<file path="src/rtl/synth_pkg.sv">
// Shared types, key increment table and waveform shaper for the polyphonic voice engine.
// Pure declarations; no state.
package synth_pkg;

   typedef enum logic [1:0] {
      WAVE_SAW     = 2'd0,
      WAVE_SQUARE  = 2'd1,
      WAVE_TRI     = 2'd2,
      WAVE_INV_SAW = 2'd3
   } wave_t;

   localparam int KEY_INC_W = 16;

   // Equal-tempered semitone steps from 0x0400 up to one octave (0x0800).
   localparam logic [KEY_INC_W-1:0] KEY_INC [0:12] = '{
      16'h0400, 16'h043D, 16'h047D, 16'h04C2, 16'h050A, 16'h0557, 16'h05A8,
      16'h05FE, 16'h0659, 16'h06BA, 16'h0721, 16'h078D, 16'h0800
   };

   function automatic logic [KEY_INC_W-1:0] key_inc(input int unsigned idx);
      key_inc = (idx < 32'd13) ? KEY_INC[idx[3:0]] : '0;
   endfunction

   // Width-generic shaper: p holds a w-bit sample in its low bits.
   function automatic logic [31:0] shape(input logic [31:0] p, input wave_t wave, input int unsigned w);
      logic [31:0] mask;
      logic [31:0] dbl;
      logic        msb;
      mask = (32'd1 << w) - 32'd1;
      dbl  = p << 1;
      msb  = ((p >> (w - 32'd1)) & 32'd1) != 32'd0;
      case (wave)
         WAVE_SAW:     shape = p & mask;
         WAVE_SQUARE:  shape = msb ? mask : 32'd0;
         WAVE_TRI:     shape = msb ? (~dbl & mask) : (dbl & mask);
         default:      shape = ~p & mask;
      endcase
   endfunction

endpackage

</file>
<file path="src/rtl/voice_allocator.sv">
// Key edge detection, pending queue and oldest-steal voice assignment; one key per cycle.
// Press reaches o_active two cycles later; a release frees its voice on the next edge.
module voice_allocator
   import synth_pkg::*;
#(
   parameter int NUM_KEYS   = 13,
   parameter int NUM_VOICES = 4,
   localparam int KW = $clog2(NUM_KEYS),
   localparam int VW = $clog2(NUM_VOICES)
) (
   input  logic                             clk,
   input  logic                             rst,
   input  logic [NUM_KEYS-1:0]              i_keys,
   output logic [NUM_VOICES-1:0]            o_active,
   output logic [NUM_VOICES-1:0][KW-1:0]    o_key_idx,
   output logic                             o_alloc,
   output logic [VW-1:0]                    o_alloc_voice,
   output logic [NUM_VOICES-1:0]            o_release,
   output logic                             o_steal
);

   logic [NUM_KEYS-1:0]   r_keys_q, r_pending;
   logic [NUM_VOICES-1:0] r_active;
   logic [KW-1:0]         r_key_idx [NUM_VOICES];
   logic [VW-1:0]         r_age     [NUM_VOICES];

   logic [NUM_KEYS-1:0]   w_press, w_rel, w_cand, w_key_oh;
   logic [NUM_VOICES-1:0] w_rel_v;
   logic [KW-1:0]         w_key;
   logic [VW-1:0]         w_free_v, w_victim, w_victim_age, w_alloc_v;
   logic                  w_any_cand, w_dup, w_any_free, w_alloc, w_steal;

   always_comb begin
      w_press = i_keys & ~r_keys_q;
      w_rel   = ~i_keys & r_keys_q;
      // A key released in the same window it was pressed must never win allocation.
      w_cand  = r_pending & ~w_rel;

      w_key      = '0;
      w_any_cand = 1'b0;
      for (int k = NUM_KEYS - 1; k >= 0; k--) begin
         if (w_cand[k]) begin
            w_key      = KW'(k);
            w_any_cand = 1'b1;
         end
      end
      w_key_oh = w_any_cand ? (NUM_KEYS'(1) << w_key) : '0;

      w_rel_v = '0;
      w_dup   = 1'b0;
      for (int v = 0; v < NUM_VOICES; v++) begin
         w_rel_v[v] = r_active[v] & w_rel[r_key_idx[v]];
         if (r_active[v] && r_key_idx[v] == w_key) w_dup = 1'b1;
      end

      w_free_v   = '0;
      w_any_free = 1'b0;
      for (int v = NUM_VOICES - 1; v >= 0; v--) begin
         if (!r_active[v]) begin
            w_free_v   = VW'(v);
            w_any_free = 1'b1;
         end
      end

      w_victim     = '0;
      w_victim_age = r_age[0];
      for (int v = 1; v < NUM_VOICES; v++) begin
         if (r_age[v] > w_victim_age) begin
            w_victim     = VW'(v);
            w_victim_age = r_age[v];
         end
      end

      w_alloc   = w_any_cand & ~w_dup;
      w_alloc_v = w_any_free ? w_free_v : w_victim;
      w_steal   = w_alloc & ~w_any_free;
   end

   always_ff @(posedge clk) begin
      if (rst) begin
         r_keys_q  <= '0;
         r_pending <= '0;
         r_active  <= '0;
         o_steal   <= 1'b0;
         for (int v = 0; v < NUM_VOICES; v++) begin
            r_key_idx[v] <= '0;
            r_age[v]     <= '0;
         end
      end else begin
         r_keys_q  <= i_keys;
         r_pending <= (r_pending & ~w_rel & ~w_key_oh) | w_press;
         o_steal   <= w_steal;
         for (int v = 0; v < NUM_VOICES; v++) begin
            if (w_alloc && w_alloc_v == VW'(v)) begin
               r_active[v]  <= 1'b1;
               r_key_idx[v] <= w_key;
               r_age[v]     <= '0;
            end else if (w_rel_v[v]) begin
               r_active[v] <= 1'b0;
               r_age[v]    <= '0;
            end else if (w_alloc && r_active[v] && r_age[v] != VW'(NUM_VOICES - 1)) begin
               r_age[v] <= r_age[v] + 1'b1;
            end
         end
      end
   end

   always_comb begin
      for (int v = 0; v < NUM_VOICES; v++) o_key_idx[v] = r_key_idx[v];
   end

   assign o_active      = r_active;
   assign o_alloc       = w_alloc;
   assign o_alloc_voice = w_alloc_v;
   assign o_release     = w_rel_v;

endmodule

</file>
<file path="src/rtl/poly_voice_engine.sv">
// Polyphonic tone generator: shared phase-accumulator voices, waveform shaping and a fixed-scale mixer.
// Phase advances on the tick edge; sample_o/sample_valid_o follow one cycle later, once per CLK_DIV clocks.
module poly_voice_engine
   import synth_pkg::*;
#(
   parameter int NUM_KEYS   = 13,
   parameter int NUM_VOICES = 4,
   parameter int SAMPLE_W   = 8,
   parameter int PHASE_W    = 16,
   parameter int CLK_DIV    = 256
) (
   input  logic                  clk,
   input  logic                  rst,
   input  logic [NUM_KEYS-1:0]   keys_i,
   input  logic [1:0]            octave_i,
   input  logic [1:0]            mode_i,
   output logic [SAMPLE_W-1:0]   sample_o,
   output logic                  sample_valid_o,
   output logic [NUM_VOICES-1:0] voice_active_o,
   output logic                  steal_o
);

   localparam int KW    = $clog2(NUM_KEYS);
   localparam int VW    = $clog2(NUM_VOICES);
   localparam int CNT_W = $clog2(CLK_DIV);
   localparam int SUM_W = SAMPLE_W + VW;

   logic [NUM_VOICES-1:0][KW-1:0] w_key_idx;
   logic [NUM_VOICES-1:0]         w_rel_v;
   logic [VW-1:0]                 w_alloc_v;
   logic                          w_alloc, w_tick;

   logic [PHASE_W-1:0]  r_phase [NUM_VOICES];
   logic [PHASE_W-1:0]  w_inc   [NUM_VOICES];
   logic [SAMPLE_W-1:0] w_shp   [NUM_VOICES];
   logic [SUM_W-1:0]    w_sum;
   logic [CNT_W-1:0]    r_tick_cnt;
   logic                r_tick_d;
   wave_t               r_mode;

   voice_allocator #(
      .NUM_KEYS   (NUM_KEYS),
      .NUM_VOICES (NUM_VOICES)
   ) u_alloc (
      .clk           (clk),
      .rst           (rst),
      .i_keys        (keys_i),
      .o_active      (voice_active_o),
      .o_key_idx     (w_key_idx),
      .o_alloc       (w_alloc),
      .o_alloc_voice (w_alloc_v),
      .o_release     (w_rel_v),
      .o_steal       (steal_o)
   );

   assign w_tick = (r_tick_cnt == CNT_W'(CLK_DIV - 1));

   always_comb begin
      w_sum = '0;
      for (int v = 0; v < NUM_VOICES; v++) begin
         w_inc[v] = PHASE_W'(key_inc(32'(w_key_idx[v])));
         w_shp[v] = '0;
         if (voice_active_o[v])
            w_shp[v] = SAMPLE_W'(shape(32'(r_phase[v][PHASE_W-1 -: SAMPLE_W]), r_mode, 32'(SAMPLE_W)));
         w_sum = w_sum + SUM_W'(w_shp[v]);
      end
   end

   always_ff @(posedge clk) begin
      if (rst) begin
         r_tick_cnt     <= '0;
         r_tick_d       <= 1'b0;
         r_mode         <= WAVE_SAW;
         sample_o       <= '0;
         sample_valid_o <= 1'b0;
         for (int v = 0; v < NUM_VOICES; v++) r_phase[v] <= '0;
      end else begin
         r_tick_cnt     <= w_tick ? '0 : r_tick_cnt + 1'b1;
         r_tick_d       <= w_tick;
         sample_valid_o <= r_tick_d;
         if (w_tick) r_mode <= wave_t'(mode_i);
         if (r_tick_d) sample_o <= SAMPLE_W'(w_sum >> VW);
         // A fresh allocation restarts at zero even on a tick; released voices hold their phase.
         for (int v = 0; v < NUM_VOICES; v++) begin
            if (w_alloc && w_alloc_v == VW'(v))
               r_phase[v] <= '0;
            else if (w_tick && voice_active_o[v] && !w_rel_v[v])
               r_phase[v] <= r_phase[v] + (w_inc[v] >> octave_i);
         end
      end
   end

endmodule

</file>
<file path="config.mk">
export PLATFORM = sky130hd
export DESIGN_NAME = poly_voice_engine
export DESIGN_NICKNAME = d
export VERILOG_FILES = /design/src/rtl/synth_pkg.sv /design/src/rtl/voice_allocator.sv /design/src/rtl/poly_voice_engine.sv
export SDC_FILE = /design/constraint.sdc
export NUM_CORES = 1
export LEC_CHECK = 0
export CORE_MARGIN = 2
export CORE_UTILIZATION = 35
export CTS_CLUSTER_DIAMETER = 40
export DETAILED_ROUTE_END_ITERATION = 10
export SETUP_SLACK_MARGIN = 0.4
export SYNTH_ARGS = -nofsm -noshare
export SYNTH_HDL_FRONTEND = slang
export SYNTH_SLANG_ARGS = --single-unit
</file>
<file path="constraint.sdc">
create_clock -name clk -period 12.2 [get_ports clk]
set_clock_uncertainty 0.1 [all_clocks]
set_input_delay 1.22 -clock clk [delete_from_list [all_inputs] [get_ports clk]]
set_output_delay 1.22 -clock clk [all_outputs]
set_load 0.02 [all_outputs]
</file>
; ---- After elaboration in Yosys (flattened, before gate mapping)
; Memories as Yosys holds them, arrays and structs flattened.
; Index checks and enable logic that the tools add are counted.
[word_totals]
register_bits = 51
ramBits = 88
romBits = 1024
in_bits = 19
out_inout_bits = 14
elab_cells = 332
n_memories = 7
[classes]
addsub = 12
magnitude_cmp = 15
eq_ne = 14
shifts = 5
n_mux = 179
bitwise_logic = 53
n_reduce_logical = 35
[mem_list]
columns = memory, words, width, rd, rd_clocked_by_memory_dff, write_ports, line_no
row1 = (no name shown), 16, 16, 1, 0, 0, synth_pkg.sv:21  ; key_inc = (idx < 32'd13) ? KEY_INC[idx[3:0]] : '0;
row2 = (no name shown), 16, 16, 1, 0, 0, synth_pkg.sv:21
row3 = (no name shown), 16, 16, 1, 0, 0, synth_pkg.sv:21
row4 = (no name shown), 16, 16, 1, 0, 0, synth_pkg.sv:21
row5 = r_phase, 4, 16, 4, 0, 4, poly_voice_engine.sv:33  ; logic [PHASE_W-1:0] r_phase [NUM_VOICES];
row6 = u_alloc.r_key_idx, 4, 4, 4, 0, 4, voice_allocator.sv:24  ; logic [KW-1:0] r_key_idx [NUM_VOICES];
row7 = 1 more memories, --, --, --, --, --, --
[op_table]
columns = op, count
row1 = $mux 16, 20
row2 = $mux 1, 100
row3 = $mux 8, 12
row4 = $pmux 8 s3, 4
row5 = $mux 4, 17
row6 = $add 16x16->16, 4
row7 = $not 8->8, 8
row8 = $shr 16x2->16, 4
row9 = $and 13x13->13, 4
row10 = $not 13->13, 4
row11 = $mux 2, 21
row12 = $logic_and 1x1->1, 24
row13 = $or 1x1->1, 24
row14 = $ge 5x5->1 const B, 4
row15 = $lt 4x5->1 const B, 4
row16 = $not 4->5, 4
row17 = $bmux 1 s4, 4
row18 = $eq 4x4->1, 4
row19 = $lt 4x4->1 const B, 4
row20 = $mux 13, 1
row21 = $or 13x13->13, 1
row22 = $shl 1x4->13 const A, 1
row23 = $add 10x8->10, 1
row24 = $add 9x8->10, 1
row25 = other kinds (14), 38

; ---- Longest topological paths before layout
; Gate-level depths: netlist of run 1.
[depth]
ltp_word = 33
ltp_mapped = 23
depth_no_buf = 22

; ---- Hierarchy
; A second synthesis of run 1 with hierarchy kept.
[unflattened]
hier_cells = 1568
area_unflattened_um2 = 13172.6
[by_module_without_submodules]
columns = module, instances, cells_each, area_each_um2, seq_area_each_um2
row1 = poly_voice_engine, 1, 1183, 9477.8, 2322.2
row2 = voice_allocator, 1, 385, 3694.8, 1341.3

; ---- Least setup slack after synthesis of run 1
; Ideal clock, no wire load.
[synth_path]
kind = input-to-reg
startpoint = input octave_i[0]
endpoint = memory r_phase[2][14], data pin
setup_ps = 257
t_arrival_ps = 4178
required_time_ps = 11843
path_slack_ps = 7665
path_stages = 15
n_path_buf = 1
path_cell_list = clkinv_1 buf_1 mux2i_1 a21oi_1 ha_1 fa_1 a21o_1 a21oi_1 o211ai_1 a21oi_1 o21ai_0 o41ai_1 nor2_1 xnor2_1 nor2_1
[synth_rtl]
columns = item, line_no
row1 = from (decl), poly_voice_engine.sv:15  ; input logic [1:0] octave_i,
row2 = to (decl), poly_voice_engine.sv:33

==> results.txt, run 1 <==
DRT antenna net count -> 0
Layout area overhead -> 9.635%
fin nets -> 1,616
pin count of the biggest net entering global routing -> 69
RR Endpoint -> r_phase[1][14]
buffers added on ports -> 32
area occupied by multi-input gates -> 7980 sq um
Peak supply drop -> 0.1122 mV
Setup Buffers After CTS -> 0
Placement Rows -> 68
Tmin final -> 5667 ps
Yosys warning count -> 0
drt first pass iters -> 5
CP Launch Type -> primary input
Yosys top cell by area -> edfxtp_1
Mapped Area -> 12,400 sq um
commonest non-fill, non-tap cell in the layout -> nor2_1
final core utilization -> 0.3917
# setup viols final -> 0
setup TNS -> 0 ps
Reg2Reg Setup Slack -> 7270 ps
Hold WC Path Type -> flop to flop
leakage power -> 5.353 nW
drt via density -> 5.415
latest clock arrival within the worst-skew pair -> 440 ps
Synthesized Nets -> 1,635
Post-DP HPWL -> 22.87 mm
asr flop ratio synth -> 0
H-tree levels -> 4
worst-margin pin slew -> 941.1 ps
CTS root buf -> clkbuf_16
Clock Sinks -> 139
Synth Area per Inst -> 8.234 sq um
number of global-route vias before repair -> 9,719
Die H -> 192.2 microns
Clock Path Buffers -> 2
post-synthesis register bit count -> 139
Filler cells -> 3,533
hold endpoint -> u_alloc.r_pending[0]
EDFF count, synth -> 88
Core ar. -> 34,710 sq um
wire length per cell -> 15.75 microns
diodes inserted -> 0
iteration-0 DRC count of the detailed router -> 843
hold_buf cts -> 0
fraction of layout cells with a size suffix above 1 -> 0.05067
most frequent cells in the layout -> nor2_1, o21ai_0, nand2_1
first-pass GRT wire length -> 50.11 mm
critical path class -> primary input to flop
die area -> 36,950 sq um
CTS Buf Count -> 17
Synth Instances -> 1,506
DRC viols -> 0
most used flip-flop cell after synthesis -> edfxtp_1
fin. max-slew vios -> 0
GRT Overall Usage -> 0.1710
Reg clk slew, reported paths -> 60 ps
Slew headroom -> 0.3726
R2R depth -> 20
GRT overflow -> 0
register area -> 3664 sq um
share of the clock period used by the worst path -> 0.4645
Worst Path Max Fanout -> 68
Die Span X -> 192.2 microns
Min-Delay Path Depth -> 1
Max-Cap Viols -> 0
Worst Hold Launch -> u_alloc.r_keys_q[0]
count of cell types in the netlist -> 78
top-level I/O count -> 33
CTS resizes -> 0
Hold Violations, Final -> 0
Synth top area share -> 0.2131
Peak Freq -> 0.1765 GHz
register area share after synthesis -> 0.2954
antenna violations before repair -> 0
worst path required time -> 12,290 ps
Initial Util -> 0.3572
Worst EP arrival -> 5760 ps
power density over the cells -> 136.6 nW/um^2
RSZ-0062 raised after global routing -> false
GPL Wtd Cong -> 0.9129
final wirelength -> 30.79 mm
top post-synthesis cells by area -> edfxtp_1, ha_1, dfxtp_1, nor2_1, o21ai_0
reg-to-reg startpoint -> u_alloc.r_key_idx[1][1]
crit path capture type -> flop
via count -> 10,590
CTS tree -> built
status -> completed
==> worst max path at each step <==
stage                           start             end  slack [ps]  cells past startpoint
after floorplan           octave_i[0]  r_phase[2][14]        7660                     15
after global placement    octave_i[0]  r_phase[3][14]        6090                     17
after detailed placement  octave_i[0]  r_phase[3][14]        6110                     17
after CTS                 octave_i[0]  r_phase[3][14]        6540                     17
after global routing      octave_i[0]  r_phase[3][14]        6050                     17
final                     octave_i[0]  r_phase[3][14]        6530                     17
==> critical path, stage by stage <==
cell	delay (ps)
buf_2	80
buf_4	500
clkinv_1	910
o311a_1	330
a211oi_1	210
a21oi_1	70
ha_1	280
fa_1	440
a21o_1	170
a21oi_1	230
o211ai_1	180
a21oi_1	230
o21ai_0	160
o41ai_1	430
nor2_1	100
xnor2_1	150
nor2_1	60
==> cell families after synthesis <==
family | after synthesis | share of synthesized area
buf+inv | 196 | 0.06104
flops | 139 | 0.2954
xor+xnor | 85 | 0.06003
fa+ha+maj | 121 | 0.1320
simple gates | 498 | 0.1831
compound gates | 401 | 0.2039
mux | 66 | 0.06447
==> routing by layer <==
metal,global-route usage,vias up,wire (microns)
met4,0.06312,0,922
met2,0.2728,257,13760
met3,0.02942,53,1293
li1,-,5333,-
met5,0,-,0
met1,0.2313,4943,14820
==> cell usage after synthesis (7+ instances only) <==
cell,instances
xor2_1,38
ha_1,90
a21o_1,12
o21bai_1,12
or3_1,8
o22ai_1,12
fa_1,20
nor2_1,196
o211ai_1,41
o21ai_0,140
nor2b_1,16
mux2i_1,54
a211oi_1,20
nand2b_1,20
buf_2,8
o21ai_1,11
edfxtp_1,88
mux4_2,11
clkbuf_1,61
nand2_1,131
inv_1,114
a31oi_1,12
maj3_1,11
nor3_1,43
a22oi_1,11
a21oi_1,72
nand3_1,32
dfxtp_1,51
nand4_1,7
buf_1,8
xnor2_1,47
==> per-stage QoR <==
step	setup WS, ps	instance area [sq um]	power, mW	hold WS, ps	cells
5_1_grt	6047	13600	1.989	341.2	1955
3_5_place_dp	6106	13030	1.347	309.0	1923
6_report	6533	13600	1.857	312.4	1955
3_3_place_gp	6088	13030	1.335	301.7	1923
2_1_floorplan	7665	12400	1.183	292.8	1506
4_1_cts	6543	13600	1.865	317.8	1955
==> final cells by class <==
class                           count  share of cell area
Clock buffer                       24             0.03782
Clock inverter                      8            0.004141
Inverter                          117             0.03230
Multi-Input combinational cell   1171              0.5870
Sequential cell                   139              0.2695
Tap cell                          455             0.04187
Timing Repair Buffer               41             0.02743
==> sequential cells by signal, indices dropped and copies added (netlist names), 4 cells and up <==
register / count
sample_o: 8
u_alloc.r_keys_q: 13
u_alloc.r_key_idx: 16
u_alloc.r_pending: 13
r_phase: 64
r_tick_cnt: 8
u_alloc.o_active: 4
u_alloc.r_age: 8
==> power by group <==
part | switching (mW) | total, mW | leakage [nW] | internal [mW]
Clock | 0.215 | 0.511 | 0.286 | 0.296
Sequential | 0.0918 | 0.650 | 1.36 | 0.558
Combinational | 0.414 | 0.696 | 3.71 | 0.282
No activity file was read; power rests on OpenSTA's default activity.
==> run 2: changes to the inputs <==
clock period = 4.6 ns   (was 12.2 ns; I/O delays follow)
==> run 2 against run 1 <==
Via count increased by 3.0%. Count of clock-buffer cells in the layout fell by 6. First-iteration DRC count decreased by 0.12%. Die area did not move. Combinational power grew to 3.1 times the previous value. Non-clock buffer count up 76. Final area rose by 6.5%. Critical endpoint is now sample_o[6]. Largest cell class unchanged. Highest routed layer unchanged.
==> results.txt, run 2 (synthesis results as in run 1) <==
status -> completed
Placement Rows -> 68 (unchanged)
Initial Util -> 0.3572 (unchanged)
Max-Cap Viols -> 0 (unchanged)
reg-to-reg startpoint -> r_phase[1][15]
R2R depth -> 16 (-20%)
power density over the cells -> 358.6 nW/um^2 (+160%)
worst path required time -> 4800 ps (-7490 ps)
worst setup path start -> r_phase[1][15]
fin. max-slew vios -> 0 (unchanged)
Tot Pwr -> 5.191 mW (+180%)
Largest register FFs -> 64 (unchanged)
Reg2Reg Setup Slack -> 570 ps (-6700 ps)
CTS root buf -> clkbuf_16
drt via density -> 5.369 (-0.84%)
H-tree levels -> 4 (unchanged)
GRT Overall Usage -> 0.1809 (+0.009855)
via count -> 10,900 (+3.0%)
Filler cells -> 3,519 (-0.40%)
Die Span X -> 192.2 microns (unchanged)
fraction of layout cells with a size suffix above 1 -> 0.1346 (+0.08394)
DRT antenna net count -> 0 (unchanged)
Post-DP HPWL -> 24.48 mm (+7.0%)
GPL Wtd Cong -> 0.9237 (+1.2%)
iteration-0 DRC count of the detailed router -> 842 (-0.12%)
RR Endpoint -> sample_o[6]
leakage power -> 5.768 nW (+7.8%)
setup TNS -> 0 ps (unchanged)
Tmin final -> 4035 ps
Min-Delay Path Depth -> 1 (unchanged)
Hold WC Path Type -> flop to flop
Worst Hold Launch -> u_alloc.r_keys_q[0]
Core ar. -> 34,710 sq um (unchanged)
commonest non-fill, non-tap cell in the layout -> nor2_1
top-level I/O count -> 33 (unchanged)
Regs by FF count -> r_phase x64, u_alloc.r_key_idx x16
Reg clk slew, reported paths -> 70 ps (about the same)
RSZ-0062 raised after global routing -> true
final wirelength -> 32.95 mm (+7.0%)
CTS Buf Count -> 17 (unchanged)
buffers added on ports -> 32 (unchanged)
Slew headroom -> 0.5515 (+0.1789)
diodes inserted -> 0 (unchanged)
Clock Path Buffers -> 2 (unchanged)
antenna violations before repair -> 0 (unchanged)
worst setup path end -> sample_o[6]
# setup viols final -> 0 (unchanged)
Hold Violations, Final -> 0 (unchanged)
most frequent cells in the layout -> nor2_1, nand2_1, o21ai_0
latest clock arrival within the worst-skew pair -> 440 ps (about the same)
GRT overflow -> 0 (unchanged)
Peak supply drop -> 0.2928 mV (+160%)
Worst Path Max Fanout -> 8 (-88%)
drt first pass iters -> 6 (+1)
CTS tree -> built
fin nets -> 1,692 (+4.7%)
crit path capture type -> flop
wire length per cell -> 16.23 microns (+3.1%)
number of global-route vias before repair -> 10,290 (+5.8%)
hold_buf cts -> 0 (unchanged)
Largest Register -> r_phase
pin count of the biggest net entering global routing -> 68 (-1.4%)
Die H -> 192.2 microns (unchanged)
die area -> 36,950 sq um (unchanged)
DRC viols -> 0 (unchanged)
critical path class -> flop to flop
Peak Freq -> 0.2478 GHz
Layout area overhead -> 16.73%
CP Launch Type -> flop
share of the clock period used by the worst path -> 0.8771
Worst EP arrival -> 4240 ps (-1520 ps)
first-pass GRT wire length -> 53.10 mm (+6.0%)
Clock Sinks -> 139 (unchanged)
worst-margin pin slew -> 672.7 ps (-268.4 ps)
==> run 2: repair_timing <==
item / 4_1_cts / 5_1_grt
setup endpoints to repair: 7 / 137
gates resized for setup: 6 / 76
endpoints found under the hold margin: 0 / 0
pin swaps: 0 / 32
setup buffers: 2 / 22
==> run 2: worst min-delay path by stage <==
| stage | endpoint |
|---|---|
| after global routing | u_alloc.r_pending[0] |
| final | u_alloc.r_pending[0] |
| after global placement | u_alloc.r_pending[0] |
| after floorplan | u_alloc.r_pending[0] |
| after detailed placement | u_alloc.r_pending[0] |
| after CTS | u_alloc.r_pending[0] |
==> run 2: per-layer routing <==
metal	global-route usage	share of wire
met1	0.2456	0.47
met2	0.3016	0.47
met3	0.02814	0.038
met4	0.04110	0.016
met5	0	0
==> run 2: power by group <==
group | switching, mW | internal, mW
logic | 1.29 | 0.903
registers | 0.137 | 1.48
clock network | 0.590 | 0.797
total | 2.01 | 3.18
==> run 2: per-stage QoR <==
step                        util  hold WS (ps)  setup WS [ps]  cells  cell area (sq um)
after floorplan                -         292.8          433.3   1506              12410
after global placement    0.3875         299.0          247.1   1975              13450
after detailed placement  0.3875         305.2          240.8   1975              13450
after CTS                 0.4055         313.9          418.5   2008              14080
after global routing      0.4170         327.2          319.3   2030              14480
final                     0.4170         312.7          565.2   2030              14480
==> run 2: final cells by class <==
type,instances,area (sq um),share of cell area
clock buffers,18,429.2,0.02965
repair buffers,117,999.7,0.06906
well taps,455,569.3,0.03933
clock inverters,13,142.6,0.009854
flip-flops and latches,139,3666,0.2533
inverters,117,439.2,0.03034
multi-input cells,1171,8229,0.5685
==> run 2: critical path: stages, from the launching register on <==
cell      delay (ps)
edfxtp_1         530
buf_4            210
xor2_1           140
nand2_1           80
o211ai_1         100
o211ai_1         150
fa_1             510
inv_1             50
fa_1             500
ha_1             320
a41oi_2          180
o21ai_1          130
or4_1            420
a31oi_1          210
xnor2_1           90
mux2i_1          130
nor2_1            50
==> run 3: changes to the inputs <==
SYNTH_HIERARCHICAL = 1   (was not set)
==> run 3 against run 2 <==
Global-route usage is 0.88 points lower. Via count is 5.1% higher. Final area is 5.2% higher. Die area is 6.1% higher. Non-clock buffer count is 7 lower. Hold slack worse by 1.5 ps. Fmax is 2.9% lower. Core utilization is 0.99 points lower. Setup slack worse by 120 ps.
==> results.txt, run 3 <==
Worst Path Max Fanout -> 5 (-3)
Synth Area per Inst -> 8.401 sq um (+2.0%)
register area share after synthesis -> 0.2781 (-0.01731)
asr flop ratio synth -> 0 (unchanged)
most frequent cells in the layout -> nor2_1, nand2_1, inv_1
count of cell types in the netlist -> 86 (+10%)
post-synthesis register bit count -> 139 (unchanged)
leakage power -> 6.097 nW (+5.7%)
Die Span X -> 198 microns (+3.0%)
Synth Instances -> 1,568 (+4.1%)
worst setup path start -> u_alloc/r_age[1][1]
RR Endpoint -> u_alloc/r_age[2][0]
antenna violations before repair -> 0 (unchanged)
Final Cell Area -> 15,220 sq um (+5.2%)
top post-synthesis cells by area -> edfxtp_1, ha_1, dfxtp_1, nor2_1, xnor2_1
Reg clk slew, reported paths -> 60 ps (about the same)
Yosys top cell by area -> edfxtp_1
GPL Wtd Cong -> 0.8680 (-6.0%)
drt first pass iters -> 5 (-1)
fin. max-slew vios -> 0 (unchanged)
Layout area overhead -> 15.58%
die area -> 39,200 sq um (+6.1%)
hold_buf cts -> 0 (unchanged)
buffers added on ports -> 32 (unchanged)
placed cell area -> 14,200 sq um (+5.6%)
fraction of layout cells with a size suffix above 1 -> 0.1310 (-0.003607)
Synthesized Nets -> 1,699 (+3.9%)
GRT overflow -> 0 (unchanged)
final wirelength -> 33.33 mm (+1.1%)
EDFF count, synth -> 88 (unchanged)
Core ar. -> 37,400 sq um (+7.7%)
pin count of the biggest net entering global routing -> 38 (-44%)
Tot Pwr -> 7.022 mW (+35%)
# setup viols final -> 0 (unchanged)
top-level I/O count -> 33 (unchanged)
most used flip-flop cell after synthesis -> edfxtp_1
Yosys warning count -> 6 (+6)
CTS Buf Count -> 17 (unchanged)
R2R depth -> 20 (+4)
Tmin final -> 4155 ps (+120.0 ps)
Placement Rows -> 71 (+4.4%)
number of global-route vias before repair -> 10,610 (+3.1%)
Worst EP arrival -> 4340 ps (+100 ps)
worst path required time -> 4790 ps (about the same)
CTS root buf -> clkbuf_16
Clock Path Buffers -> 2 (unchanged)
drt via density -> 5.360 (-0.18%)
crit path capture type -> flop
Die H -> 198 microns (+3.0%)
iteration-0 DRC count of the detailed router -> 659 (-22%)
Slew headroom -> 0.4769 (-0.07465)
critical path class -> flop to flop
Synth top area share -> 0.2006 (-0.01249)
reg-to-reg startpoint -> u_alloc/r_age[1][1]
first-pass GRT wire length -> 54.21 mm (+2.1%)
Hold WC Path Type -> flop to flop
diodes inserted -> 0 (unchanged)
Mapped Area -> 13,170 sq um (+6.2%)
Regs by FF count -> r_phase x64, u_alloc/r_key_idx x16
CTS tree -> built
count leader, synth -> nor2_1
fin nets -> 1,744 (+3.1%)
RSZ-0062 raised after global routing -> true
DRC viols -> 0 (unchanged)
power density over the cells -> 461.2 nW/um^2 (+29%)
status -> completed
Max-Cap Viols -> 0 (unchanged)
H-tree levels -> 4 (unchanged)
CP Launch Type -> flop
latest clock arrival within the worst-skew pair -> 440 ps (about the same)
Peak supply drop -> 0.3630 mV (+24%)
Initial Util -> 0.3522 (-0.005017)
wire length per cell -> 15.59 microns (-3.9%)
share of the clock period used by the worst path -> 0.9032 (+0.02609)
Largest Register -> r_phase
via count -> 11,450 (+5.1%)
GRT Overall Usage -> 0.1720 (-0.008849)
Hold Violations, Final -> 0 (unchanged)
Post-DP HPWL -> 24.79 mm (+1.2%)
worst-margin pin slew -> 784.7 ps (+112.0 ps)
Peak Freq -> 0.2407 GHz (-2.9%)
Reg2Reg Setup Slack -> 450 ps (-120 ps)
commonest non-fill, non-tap cell in the layout -> nor2_1
Largest register FFs -> 64 (unchanged)
Post-synth top cells -> nor2_1, nand2_1, inv_1
Fin Hold WS -> 311.2 ps (-1.524 ps)
setup TNS -> 0 ps (unchanged)
Clock Sinks -> 139 (unchanged)
worst setup path end -> u_alloc/r_age[2][0]
final core utilization -> 0.4071 (-0.009912)
DRT antenna net count -> 0 (unchanged)
[run 3: cell types whose count changed after synthesis, moves of 21 or more]
| cell | delta |
|---|---|
| xnor2_1 | +21 |
| nor2_1 | -25 |
| o211ai_1 | -23 |
| o21ai_0 | -41 |
| nor2b_1 | +22 |
| a21oi_1 | +42 |
[run 3: kinds of logic (layout without fill, tap and decap cells)]
family,count (synthesis),count (layout),synth area share
mux,75,75,0.07352
simple gates,510,510,0.1877
flops,139,139,0.2781
fa+ha+maj,122,122,0.1254
buf+inv,202,260,0.06060
xor+xnor,92,92,0.06117
compound gates,428,428,0.2135
[run 3: area by class of cell]
cell class | count | area (sq um)
fill | 3717 | 22180
multi-input combinational | 1227 | 8995
sequential | 139 | 3671
timing repair buffer | 110 | 944.7
tap | 511 | 639.4
clock buffer | 21 | 461.7
inverter | 118 | 442.9
clock inverter | 11 | 70.07
[run 3: worst max-delay path, cell delays in order, from the launching register on]
cell	delay, ps
edfxtp_1	420
inv_2	90
ha_4	220
o21ba_2	230
o32ai_2	240
a21oi_2	80
ha_1	300
nand2b_1	100
nand2_2	80
nand2_2	80
o21ai_2	50
ha_2	180
nor2b_2	120
a2bb2oi_2	210
o31ai_2	90
a21boi_2	150
buf_4	150
nor2b_4	50
or4b_4	520
or3_1	380
nor3_1	160
[run 3: what timing repair did]
action,in CTS,in global routing
setup buffers,2,20
endpoints found under the setup margin,59,136
gates resized for setup,8,65
pin swaps,1,26
[run 3: worst min path at each step]
stage               cells after the start           startpoint  slack (ps)              endpoint
global route                            1  u_alloc/r_keys_q[0]         330  u_alloc/r_pending[0]
floorplan                               1  u_alloc/r_keys_q[0]         290  u_alloc/r_pending[0]
CTS                                     1  u_alloc/r_keys_q[0]         310  u_alloc/r_pending[0]
detailed placement                      1  u_alloc/r_keys_q[0]         300  u_alloc/r_pending[0]
finish                                  1  u_alloc/r_keys_q[0]         310  u_alloc/r_pending[0]
global placement                        1  u_alloc/r_keys_q[0]         300  u_alloc/r_pending[0]
[run 3: through the flow]
step	std cells	setup slack, ps
floorplan	1568	336.2
global placement	2083	374.9
detailed placement	2083	262.7
CTS	2117	401.0
global route	2137	274.0
finish	2137	445.2
[run 3: metal layers]
metal	GRT usage	wire, microns	vias up
met5	0	0	-
met3	0.02351	1214	37
met2	0.2869	15470	244
li1	-	-	5756
met1	0.2279	15860	5417
met4	0.06043	780	0
[run 3: power breakdown]
part           switching, mW  internal [mW]  total (mW)
Clock                  0.563          0.717        1.28
Combinational           2.25           1.64        3.89
Sequential             0.259           1.59        1.85
